--- src/rtl/rom_read_scheduler.sv ---
// ============================================================================
// rom_read_scheduler: two-requester burst reader of a shared ROM with a
// credit-controlled output FIFO. Option ROM_SCHED_FIXED_PRIO_EN. Rev 1.0
// ============================================================================
`timescale 1ns/1ps
`default_nettype none

module rom_read_scheduler #(
  parameter int AW         = 10,
  parameter int DW         = 16,
  parameter int ROM_LAT    = 1,
  parameter int FIFO_DEPTH = 4
) (
  input  logic          clk,
  input  logic          rst,
  input  logic [1:0]    req_valid,
  input  logic [AW-1:0] req_addr0,
  input  logic [AW-1:0] req_addr1,
  input  logic [AW:0]   req_len0,
  input  logic [AW:0]   req_len1,
  output logic [1:0]    req_ready,
  output logic          rom_en,
  output logic [AW-1:0] rom_addr,
  input  logic [DW-1:0] rom_data,
  output logic          out_valid,
  input  logic          out_ready,
  output logic [DW-1:0] out_data,
  output logic          out_id,
  output logic          out_last,
  output logic          busy
);

  localparam int PW = (FIFO_DEPTH > 1) ? $clog2(FIFO_DEPTH) : 1;
  localparam int CW = $clog2(FIFO_DEPTH + ROM_LAT + 1);

  localparam logic [0:0] S_IDLE  = 1'b0;
  localparam logic [0:0] S_BURST = 1'b1;

  logic [0:0]         r_state;
  logic [AW-1:0]      r_addr;
  logic [AW:0]        r_remain;
  logic               r_id;

  logic [ROM_LAT-1:0] r_pv;
  logic [ROM_LAT-1:0] r_pid;
  logic [ROM_LAT-1:0] r_plast;

  logic [DW-1:0]      r_mem_data [FIFO_DEPTH];
  logic               r_mem_id   [FIFO_DEPTH];
  logic               r_mem_last [FIFO_DEPTH];
  logic [PW-1:0]      r_wr_ptr;
  logic [PW-1:0]      r_rd_ptr;
  logic [CW-1:0]      r_count;

  logic               w_grant;
  logic               w_gnt_id;
  logic [AW-1:0]      w_gnt_addr;
  logic [AW:0]        w_gnt_len;
  logic [CW-1:0]      w_inflight;
  logic               w_credit_ok;
  logic               w_issue;
  logic               w_push;
  logic               w_pop;

  // Requests are only looked at in IDLE; reset masks the combinational accept.
  assign w_grant    = (r_state == S_IDLE) && (|req_valid) && !rst;
  assign w_gnt_addr = w_gnt_id ? req_addr1 : req_addr0;
  assign w_gnt_len  = w_gnt_id ? req_len1  : req_len0;

`ifdef ROM_SCHED_FIXED_PRIO_EN
  assign w_gnt_id = ~req_valid[0];
`else
  logic r_rr_ptr;

  // On a tie the pointer names the winner; it always moves to the loser.
  assign w_gnt_id = (&req_valid) ? r_rr_ptr : req_valid[1];

  always_ff @(posedge clk or posedge rst) begin
    if (rst) begin
      r_rr_ptr <= 1'b0;
    end else if (w_grant) begin
      r_rr_ptr <= ~w_gnt_id;
    end
  end
`endif

  always_comb begin
    w_inflight = '0;
    for (int k = 0; k < ROM_LAT; k++) begin
      w_inflight = w_inflight + CW'(r_pv[k]);
    end
  end

  // Every issued read owns a FIFO slot until popped, so the FIFO never overflows.
  assign w_credit_ok = (r_count + w_inflight) < CW'(FIFO_DEPTH);
  assign w_issue     = (r_state == S_BURST) && w_credit_ok;
  assign w_push      = r_pv[ROM_LAT-1];
  assign w_pop       = out_valid && out_ready;

  always_ff @(posedge clk or posedge rst) begin
    if (rst) begin
      r_state  <= S_IDLE;
      r_addr   <= '0;
      r_remain <= '0;
      r_id     <= 1'b0;
    end else begin
      case (r_state)
        S_IDLE: begin
          if (w_grant) begin
            r_addr   <= w_gnt_addr;
            r_remain <= w_gnt_len;
            r_id     <= w_gnt_id;
            if (w_gnt_len != '0) begin
              r_state <= S_BURST;
            end
          end
        end
        S_BURST: begin
          if (w_issue) begin
            r_addr   <= r_addr + AW'(1);
            r_remain <= r_remain - (AW+1)'(1);
            if (r_remain == (AW+1)'(1)) begin
              r_state <= S_IDLE;
            end
          end
        end
        default: r_state <= S_IDLE;
      endcase
    end
  end

  always_ff @(posedge clk or posedge rst) begin
    if (rst) begin
      r_pv    <= '0;
      r_pid   <= '0;
      r_plast <= '0;
    end else begin
      r_pv[0]    <= w_issue;
      r_pid[0]   <= r_id;
      r_plast[0] <= w_issue && (r_remain == (AW+1)'(1));
      for (int k = 1; k < ROM_LAT; k++) begin
        r_pv[k]    <= r_pv[k-1];
        r_pid[k]   <= r_pid[k-1];
        r_plast[k] <= r_plast[k-1];
      end
    end
  end

  always_ff @(posedge clk or posedge rst) begin
    if (rst) begin
      r_wr_ptr <= '0;
      r_rd_ptr <= '0;
      r_count  <= '0;
    end else begin
      if (w_push) begin
        r_wr_ptr <= (r_wr_ptr == PW'(FIFO_DEPTH-1)) ? '0 : r_wr_ptr + PW'(1);
      end
      if (w_pop) begin
        r_rd_ptr <= (r_rd_ptr == PW'(FIFO_DEPTH-1)) ? '0 : r_rd_ptr + PW'(1);
      end
      case ({w_push, w_pop})
        2'b10:   r_count <= r_count + CW'(1);
        2'b01:   r_count <= r_count - CW'(1);
        default: r_count <= r_count;
      endcase
    end
  end

  always_ff @(posedge clk) begin
    if (w_push) begin
      r_mem_data[r_wr_ptr] <= rom_data;
      r_mem_id[r_wr_ptr]   <= r_pid[ROM_LAT-1];
      r_mem_last[r_wr_ptr] <= r_plast[ROM_LAT-1];
    end
  end

  assign req_ready = w_grant ? (w_gnt_id ? 2'b10 : 2'b01) : 2'b00;
  assign rom_en    = w_issue;
  assign rom_addr  = w_issue ? r_addr : '0;
  assign out_valid = (r_count != '0);
  assign out_data  = out_valid ? r_mem_data[r_rd_ptr] : '0;
  assign out_id    = out_valid && r_mem_id[r_rd_ptr];
  assign out_last  = out_valid && r_mem_last[r_rd_ptr];
  assign busy      = (r_state != S_IDLE) || out_valid || (|r_pv);

endmodule

`default_nettype wire
--- config.mk ---
export PLATFORM = sky130hd
export DESIGN_NAME = rom_read_scheduler
export DESIGN_NICKNAME = d
export VERILOG_FILES = /design/src/rtl/rom_read_scheduler.sv
export SDC_FILE = /design/constraint.sdc
export NUM_CORES = 1
export LEC_CHECK = 0
export CELL_PAD_IN_SITES_DETAIL_PLACEMENT = 1
export CELL_PAD_IN_SITES_GLOBAL_PLACEMENT = 1
export CORE_UTILIZATION = 39
export CTS_BUF_LIST = sky130_fd_sc_hd__clkbuf_8
export DETAILED_ROUTE_END_ITERATION = 16
export PLACE_DENSITY_LB_ADDON = 0.1
export SLEW_MARGIN = 20
export SYNTH_ARGS = -nofsm -noshare
export SYNTH_HDL_FRONTEND = slang
export SYNTH_SLANG_ARGS = --single-unit
--- constraint.sdc ---
create_clock -name clk -period 1.73 [get_ports clk]
set_clock_uncertainty 0.05 [all_clocks]
set_input_delay 0.346 -clock clk [delete_from_list [all_inputs] [get_ports clk]]
set_output_delay 0.346 -clock clk [all_outputs]
set_load 0.01 [all_outputs]
# After elaboration in Yosys (flattened, before gate mapping)
# Memories as Yosys holds them, arrays and structs flattened.
# Index checks and enable logic that the tools add are counted.
[totals] reg_bits=34 ramBits=72 inputBits=63 out_inout_bits=33 word_cells=71 memories=3
[op_classes] add_sub_neg=7 n_lt_le_gt_ge=1 eq_ne=7 mux=23 bitwise_logic=2 reduce_logical=17
[memory_table] memory="r_mem_data" depth=4 width=16 read_ports=1 rd_ports_with_merged_regs=0 wr=1 line="48" text="logic [DW-1:0] r_mem_data [FIFO_DEPTH];"
[memory_table] memory="r_mem_id" depth=4 width=1 read_ports=1 rd_ports_with_merged_regs=0 wr=1 line="49" text="logic r_mem_id [FIFO_DEPTH];"
[memory_table] memory="r_mem_last" depth=4 width=1 read_ports=1 rd_ports_with_merged_regs=0 wr=1 line="50" text="logic r_mem_last [FIFO_DEPTH];"
[op_table] operator="$mux W10" count=4
[op_table] operator="$mux W11" count=3
[op_table] operator="$pmux W11 S2" count=1
[op_table] operator="$pmux W10 S2" count=1
[op_table] operator="$mux W16" count=1
[op_table] operator="$eq A11 B1 Y1 const B" count=1
[op_table] operator="$reduce_bool A11 Y1" count=1
[op_table] operator="$sub A11 B1 Y11 const B" count=1
[op_table] operator="$add A10 B1 Y10 const B" count=1
[op_table] operator="$mux W2" count=4
[op_table] operator="$logic_and A1 B1 Y1" count=7
[op_table] operator="$mux W1" count=7
[op_table] operator="$eq A2 B2 Y1 const B" count=3
[op_table] operator="$pmux W3 S2" count=1
[op_table] operator="$reduce_and A2 Y1" count=3
[op_table] operator="$add A2 B1 Y2 const B" count=2
[op_table] operator="$add A3 B1 Y3" count=1
[op_table] operator="$add A3 B1 Y3 const B" count=1
[op_table] operator="$lt A3 B3 Y1 const B" count=1
[op_table] operator="$reduce_bool A3 Y1" count=1
[op_table] operator="$sub A3 B1 Y3 const B" count=1
[op_table] operator="$eq A2 B1 Y1 const B" count=1
[op_table] operator="$logic_or A1 B1 Y1" count=2
[op_table] operator="$ne A2 B1 Y1 const B" count=1
[op_table] operator="6 further kinds" count=7

# Logic depth before layout (Yosys ltp)
# Gate-level depths: netlist of run 1.
[depth] ltp_word=7 mapped_depth=9 depth_no_buf=9

# Worst setup path before layout of run 1
# No wires, ideal clock.
[synth_path] kind="register to register" start="register r_count[1]" end="register r_count[1]" setup_ns=0.083 t_arrival_ns=1.755 t_required_ns=1.597 path_slack_ns=-0.157 stages_incl_launch_ff=8 n_path_buf=0 period_less_slack_ns=1.887 cell_sequence="dfrtp_1 > or3_1 > nand2_1 > inv_1 > ha_1 > inv_1 > fa_1 > o21ai_0"
[synth_between] elab_chain_cells=4 word_cells_on_any_way=8 classes_between="add/sub: 2; eq/ne: 2; mux: 1; reduce/logical: 3"
[synth_rtl] item="start: declaration" line="53" text="logic [CW-1:0] r_count;"
[synth_rtl] item="start signal: assignment" line="162" text="2'b10: r_count <= r_count + CW'(1);"
[synth_rtl] item="start signal: assignment" line="163" text="2'b01: r_count <= r_count - CW'(1);"
[synth_rtl] item="start signal: assignment" line="164" text="default: r_count <= r_count;"
[synth_rtl] item="branches (longest 4 deep; another with $sub A3 B1 Y3)"
# Parallel ways; which one is timed is not known.
# A chain may end at the register's enable or synchronous reset.

# Worst setup path in the final report of run 1
[layout_path] start="register r_count[1]" end="output busy"
[layout_between] elab_chain_cells=3
[layout_rtl] item="$reduce_bool A3 Y1" line="180" text="assign out_valid = (r_count != '0);"
[layout_rtl] item="$logic_or A1 B1 Y1 (2 in a row)" line="184" text="assign busy = (r_state != S_IDLE) || out_valid || (|r_pv);"
[layout_rtl] item="end: declaration" line="30" text="output logic busy"
# Every way passes these cells.

==> qor.txt, run 1 <==
Status - finished, violations left
Failing checks - setup timing
Yosys reg bits - 106
Drt via density - 5.21
Fin cells - 711
Endpoints failing hold - 0
Detail Placement HPWL - 8.59 mm
Sequential element share of the synthesized area - 0.602
CP Buf/Inv Count - 2
Syn Inst Count - 366
Area contributors post-synth - edfxtp_1, dfrtp_1, mux4_2, and2_1, mux2_2
Post-Syn Area per Cell - 13.7 sq um
Layout cells sized above 1 - 0.451
Post-Route M1 WL - 5.56 mm
Synthesized net count - 439
Post-route cell area - 7580 sq um
Delay-heaviest family, CP - simple AND/OR/NAND/NOR gates
Setup-failing EPs final - 59
Most numerous cell in the Yosys netlist - edfxtp_1
Area leader, netlist - edfxtp_1
Place WS - -0.466 ns
# H-tree levels - 3
Final core occ - 0.603
Core footprint - 12600 sq um
Drt first pass iters - 4
Least-Margin Pin Slew - 0.390 ns
P per Cell Area - 1900 nW/um^2
CP Cell Sequence - buf_6, or3_4, or3_4, buf_6
Top FF cell, synth - edfxtp_1
CP required - 1.33 ns
Ys async rst share - 0.321
Initial antenna violation count - 0
Warnings from Yosys - 0
Synth Cell Area - 5010 sq um
Initial Utilization - 0.398
CTS clock-pin slew for the worst setup and hold paths - 0.10 ns
Dpl cell area - 6610 sq um
Met2 WL post-DR - 7.55 mm
Placed Cells - 663
Antenna-violating nets left - 0
Met3 wire len - 413 microns
CP Max Fanout - 4
Fmax achieved - 0.445 GHz
P&R area growth vs syn - 51.4%
Pin count of the biggest net entering global routing - 35
Routed WL - 13.8 mm
First-pass GRT wire length - 20.3 mm
Initial drt markers - 200
TritonCTS clock tree - yes
P_leak - 2.97 nW
RSZ-0062 raised after global routing - true
CTS sink cnt - 106
Fin crit period - 2.25 ns
Worst min-delay path category - input pin to asynchronous set/reset pin
Kind of critical path - register to output port
Die span in x - 115 microns
Post-synth EDFFs - 72
Critical Path Slowest Stage Cell - dfrtp_1
Maximum vdd drop - 626 uV
Clock buffer depth - 2
Rows - 41
Crit. End Element - output port
Die area - 13300 sq um
Root buf cell - clkbuf_8
Yosys cell types - 48
# DRC - 0
Hold_buf cts - 0
WL/cell - 19.4 microns
Worst Slack Setup Final - -0.519 ns
Via count of the first global-routing pass - 3941
Worst rel slew slack - 0.737
Port bufs - 95
Skew-Pair Late Insertion Delay - 0.37 ns
Num CTS Buffers - 9
GR Util All Layers - 0.205
Synth top cells by count - edfxtp_1, dfrtp_1, and2_1, nand2_1
Startpoint types - register
Total power - 0.0144 W
GR Overflow Total - 0
Synth top area share - 0.432
Total inserted antenna cells - 0
CP arrival - 1.85 ns
Crit path largest cell delay - 0.43 ns
Max Cap Viol - 0
Fin nets - 607
Gpl congestion - 0.779
Die height - 115 microns
Top Ports - 96
Vias - 3707
Max-slew violations - 0
Post-route clock period utilization - 1.30
Top routing layer in use - met4
cell type report:
type	instances	area (sq um)
clock inverters	7	75.1
repair buffers	176	1910
flip-flops and latches	106	3020
well taps	172	215
fillers	1227	4990
multi-input cells	228	2190
clock buffers	9	124
inverters	13	51.3
kinds of logic (layout without fill, tap and decap cells):
family,Yosys count,in the layout,share of synthesized area
compound gates,67,67,0.0870
flops,106,106,0.602
xor+xnor,3,3,0.00525
mux,41,41,0.131
simple gates,107,107,0.118
fa+ha+maj,10,10,0.0265
buf+inv,32,205,0.0297
flip-flops by register name, indices dropped and copies added (netlist names), 2 cells and up:
name,flops
r_mem_data,64
r_remain,11
r_addr,10
r_mem_id,4
r_mem_last,4
r_count,3
r_rd_ptr,2
r_wr_ptr,2
worst register-to-register path: stages, from the launching register on:
cell and delay (ns):
dfrtp_1 0.43, buf_6 0.14, or3_4 0.43, buf_8 0.17, nand2_4 0.07, inv_4 0.04
ha_4 0.15, inv_2 0.05, fa_2 0.19, xor2_1 0.15, nor2_1 0.07, xor2_1 0.14
where the power goes:
part           switching, W  internal [W]  leakage [nW]
Clock              0.000895      0.000684        0.0996
Sequential         0.000566       0.00358          1.07
Combinational       0.00364       0.00506          1.81
Total               0.00510       0.00932          2.97
layer usage:
layer	track usage	up-vias
met5	0	-
li1	-	1723
met1	0.248	1877
met2	0.369	87
met4	0.0745	0
met3	0.0300	20
stage by stage:
stage / hold WS, ns / setup TNS (ns)
after floorplan: 0.304 / -0.130
after global placement: 0.314 / -19.03
after detailed placement: 0.340 / -21.10
after CTS: 0.355 / -17.74
after global routing: 0.375 / -24.51
final: 0.356 / -21.26
cells in the final DEF, fill, tap and decap left out, types with 8 or more instances in the layout:
cell type and instances:
mux2_2 16, edfxtp_1 72, clkbuf_8 9, clkdlybuf4s50_1 61, dfrtp_1 32, inv_1 10, ha_1 8, o21ai_0 11
a21oi_2 9, nand2_1 19, buf_12 11, mux4_2 18, nand3_1 8, buf_6 52, o22ai_1 9, and2_4 28
buf_4 39
path summary, 6_finish.rpt:
kind / from / depth (start not counted) / to / slack [ns]
worst max-delay path: r_count[1]$_DFFE_PP0P_ / 4 / busy / -0.52
worst min-delay path: rst / 3 / r_rr_ptr$_DFFE_PP0P_ / 0.36
worst max register to register: r_count[1]$_DFFE_PP0P_ / 11 / r_count[2]$_DFFE_PP0P_ / -0.45
worst min register to register: r_id$_DFFE_PP0P_ / 0 / r_pid$_DFF_PP0_ / 0.36
max in group asynchronous: rst / 3 / r_rd_ptr[0]$_DFFE_PP0N_ / 1.06
min in group clk: r_id$_DFFE_PP0P_ / 0 / r_pid$_DFF_PP0_ / 0.36
timing repair:
action / CTS / global route
pin swaps: 26 / 20
setup buffers: 18 / 18
resized for setup: 202 / 87
setup endpoints to repair: 57 / 59
cloned: 3 / 3
Power figures use the tool's default switching activity.
==> inputs of run 2 (changes only) <==
--- a/config.mk
+++ b/config.mk
@@ -7,7 +7,7 @@
 export LEC_CHECK = 0
 export CELL_PAD_IN_SITES_DETAIL_PLACEMENT = 1
 export CELL_PAD_IN_SITES_GLOBAL_PLACEMENT = 1
-export CORE_UTILIZATION = 39
+export CORE_UTILIZATION = 44
 export CTS_BUF_LIST = sky130_fd_sc_hd__clkbuf_8
 export DETAILED_ROUTE_END_ITERATION = 16
 export PLACE_DENSITY_LB_ADDON = 0.1
==> constraint.sdc (replaced) <==
create_clock -name clk -period 2.3 [get_ports clk]
set_clock_uncertainty 0.05 [all_clocks]
set_input_delay 0.46 -clock clk [delete_from_list [all_inputs] [get_ports clk]]
set_output_delay 0.46 -clock clk [all_outputs]
set_load 0.01 [all_outputs]
==> run 2 against run 1 <==
  * Worst setup slack improved by 0.43 ns
  * Utilization rose by 0.72 points
  * Worst hold slack improved by 0.039 ns
  * The run still ends with setup timing left
  * Sequential cell count did not move
==> qor.txt, run 2 (same netlist as run 1, synthesis figures left out) <==
FF-to-FF Start - r_count[0]$_DFFE_PP0P_
Worst Slack Setup Final - -0.0920 ns
Pin count of the biggest net entering global routing - 48
Initial antenna violation count - 0
# H-tree levels - 3
Proportion of power drawn by combinational gates - 0.514
Post-route clock period utilization - 1.04
P&R area growth vs syn - 33.9%
Die area - 11800 sq um
Hold Path Origin - r_id$_DFFE_PP0P_
P_leak - 2.63 nW
Max Cap Viol - 0
Power Internal - 0.00589 W
Rows - 38
Seq pwr share - 0.340
Fin nets - 568
Fmax achieved - 0.418 GHz
Max reg flops - 64
Final-layout fill cell count - 1095
Endpoints failing hold - 0
Core footprint - 11000 sq um
Commonest non-fill, non-tap cells in the layout - edfxtp_1, clkdlybuf4s50_1, dfrtp_1, buf_4, buf_6
Hold path cells - 0
Routed WL - 12.6 mm
WL/cell - 19.7 microns
Root buf cell - clkbuf_8
Top reg by flops - r_mem_data
Biggest regs - r_mem_data (64), r_remain (11), r_addr (10)
Die span in x - 109 microns
Drt via density - 5.54
Failing checks - setup timing
CP required - 1.79 ns
# DRC - 0
Setup-failing EPs final - 21
Startpoint types - register
Net Sw Frac - 0.353
RSZ-0062 raised after global routing - true
Clock Power Share - 0.146
TritonCTS clock tree - yes
Hold_buf cts - 0
GR Overflow Total - 0
Final core occ - 0.610
Clock buffer depth - 2
Total power - 0.00911 W
Fin crit period - 2.39 ns
CP arrival - 1.88 ns
CTS sink cnt - 106
First-pass GRT wire length - 20.0 mm
Detail Placement HPWL - 8.39 mm
Num CTS Buffers - 9
CP Max Fanout - 4
Kind of critical path - register to output port
Least-Margin Pin Slew - 0.723 ns
P per Cell Area - 1360 nW/um^2
FF-to-FF path depth - 11
Reg2reg end - r_count[2]$_DFFE_PP0P_
Maximum vdd drop - 685 uV
Antenna-violating nets left - 0
Status - finished, violations left
Crit. End Element - output port
Initial drt markers - 152
Port bufs - 95
Max-slew violations - 0
Drt first pass iters - 4
Worst rel slew slack - 0.514
Initial Utilization - 0.456
Layout cells sized above 1 - 0.314
Reg2Reg Setup Slack - 0.10 ns
Top Ports - 96
GR Util All Layers - 0.230
CTS clock-pin slew for the worst setup and hold paths - 0.12 ns
Gpl congestion - 0.753
NetSw - 0.00322 W
Hold Crit Endpoint - r_pid$_DFF_PP0_
Via count of the first global-routing pass - 3841
Total inserted antenna cells - 0
Skew-Pair Late Insertion Delay - 0.38 ns
Die height - 109 microns
Worst min-delay path category - register to register
Most common cell after layout, fill and taps aside - edfxtp_1
Vias - 3544
-- run 2: cell types whose count changed in the layout (fill, tap and decap cells not counted), moves of 7 or more --
cell      change
and2_4       -10
and2_1       +10
buf_6        -28
a21oi_1      +13
buf_4        -12
clkbuf_2     +10
buf_12        -7
a21oi_2       -9
-- run 2: area by class of cell --
class	count	area (sq um)	share of cell area
Sequential cell	106	3020	0.450
Clock buffer	9	124	0.0185
Timing Repair Buffer	137	1320	0.197
Multi-Input combinational cell	228	1910	0.285
Inverter	13	48.8	0.00728
Clock inverter	7	106	0.0159
Tap cell	140	175	0.0261
-- run 2: per-stage QoR --
stage	hold WS, ns	worst slack [ns]	cell area, sq um	cells	TNS [ns]
5_1_grt	0.417	-0.161	6700	640	-2.08
3_5_place_dp	0.366	-0.192	6260	605	-1.68
4_1_cts	0.405	-0.162	6690	637	-1.63
6_report	0.395	-0.0920	6700	640	-0.676
3_3_place_gp	0.328	-0.0551	6260	605	-0.0794
2_1_floorplan	0.304	0.396	5010	366	0
-- run 2: routing by layer --
metal | vias up | track usage | share of wire
met4 | 0 | 0.0637 | 0.013
met3 | 14 | 0.0383 | 0.031
met2 | 86 | 0.423 | 0.53
met1 | 1796 | 0.276 | 0.42
met5 | - | 0 | 0
li1 | 1648 | - | -
-- run 2: worst max path at each step --
stage,from,to,slack [ns],cells past startpoint
floorplan,r_rd_ptr[1]$_DFFE_PP0N_,out_data[10],0.40,4
global route,r_rd_ptr[0]$_DFFE_PP0N_,out_data[14],-0.16,6
finish,r_rd_ptr[0]$_DFFE_PP0N_,out_data[14],-0.09,6
detailed placement,req_valid[0],req_ready[0],-0.19,5
CTS,r_rd_ptr[0]$_DFFE_PP0N_,out_last,-0.16,5
global placement,req_valid[0],req_ready[0],-0.06,5
-- run 2: power groups by stage --
| stage | Sequential (W) | Clock, W | Combinational [W] |
|---|---|---|---|
| finish | 0.00310 | 0.00133 | 0.00468 |
| global placement | 0.00307 | 0 | 0.00398 |
| global route | 0.00316 | 0.00141 | 0.00512 |
| floorplan | 0.00298 | 0 | 0.00243 |
| CTS | 0.00309 | 0.00133 | 0.00448 |
| detailed placement | 0.00313 | 0 | 0.00411 |
-- run 2: worst max-delay path, cell delays in order (launching register included) --
cell and delay (ns):
dfrtp_2 0.43, buf_6 0.12, buf_6 0.11, buf_6 0.09
mux4_2 0.48, and2_4 0.16, buf_6 0.11
-- run 2: repair_timing --
item / 4_1_cts / 5_1_grt
gates resized for setup: 133 / 44
buffers inserted: 14 / 7
pin swaps: 9 / 11
cloned: 2 / 0
endpoints found under the setup margin: 33 / 33
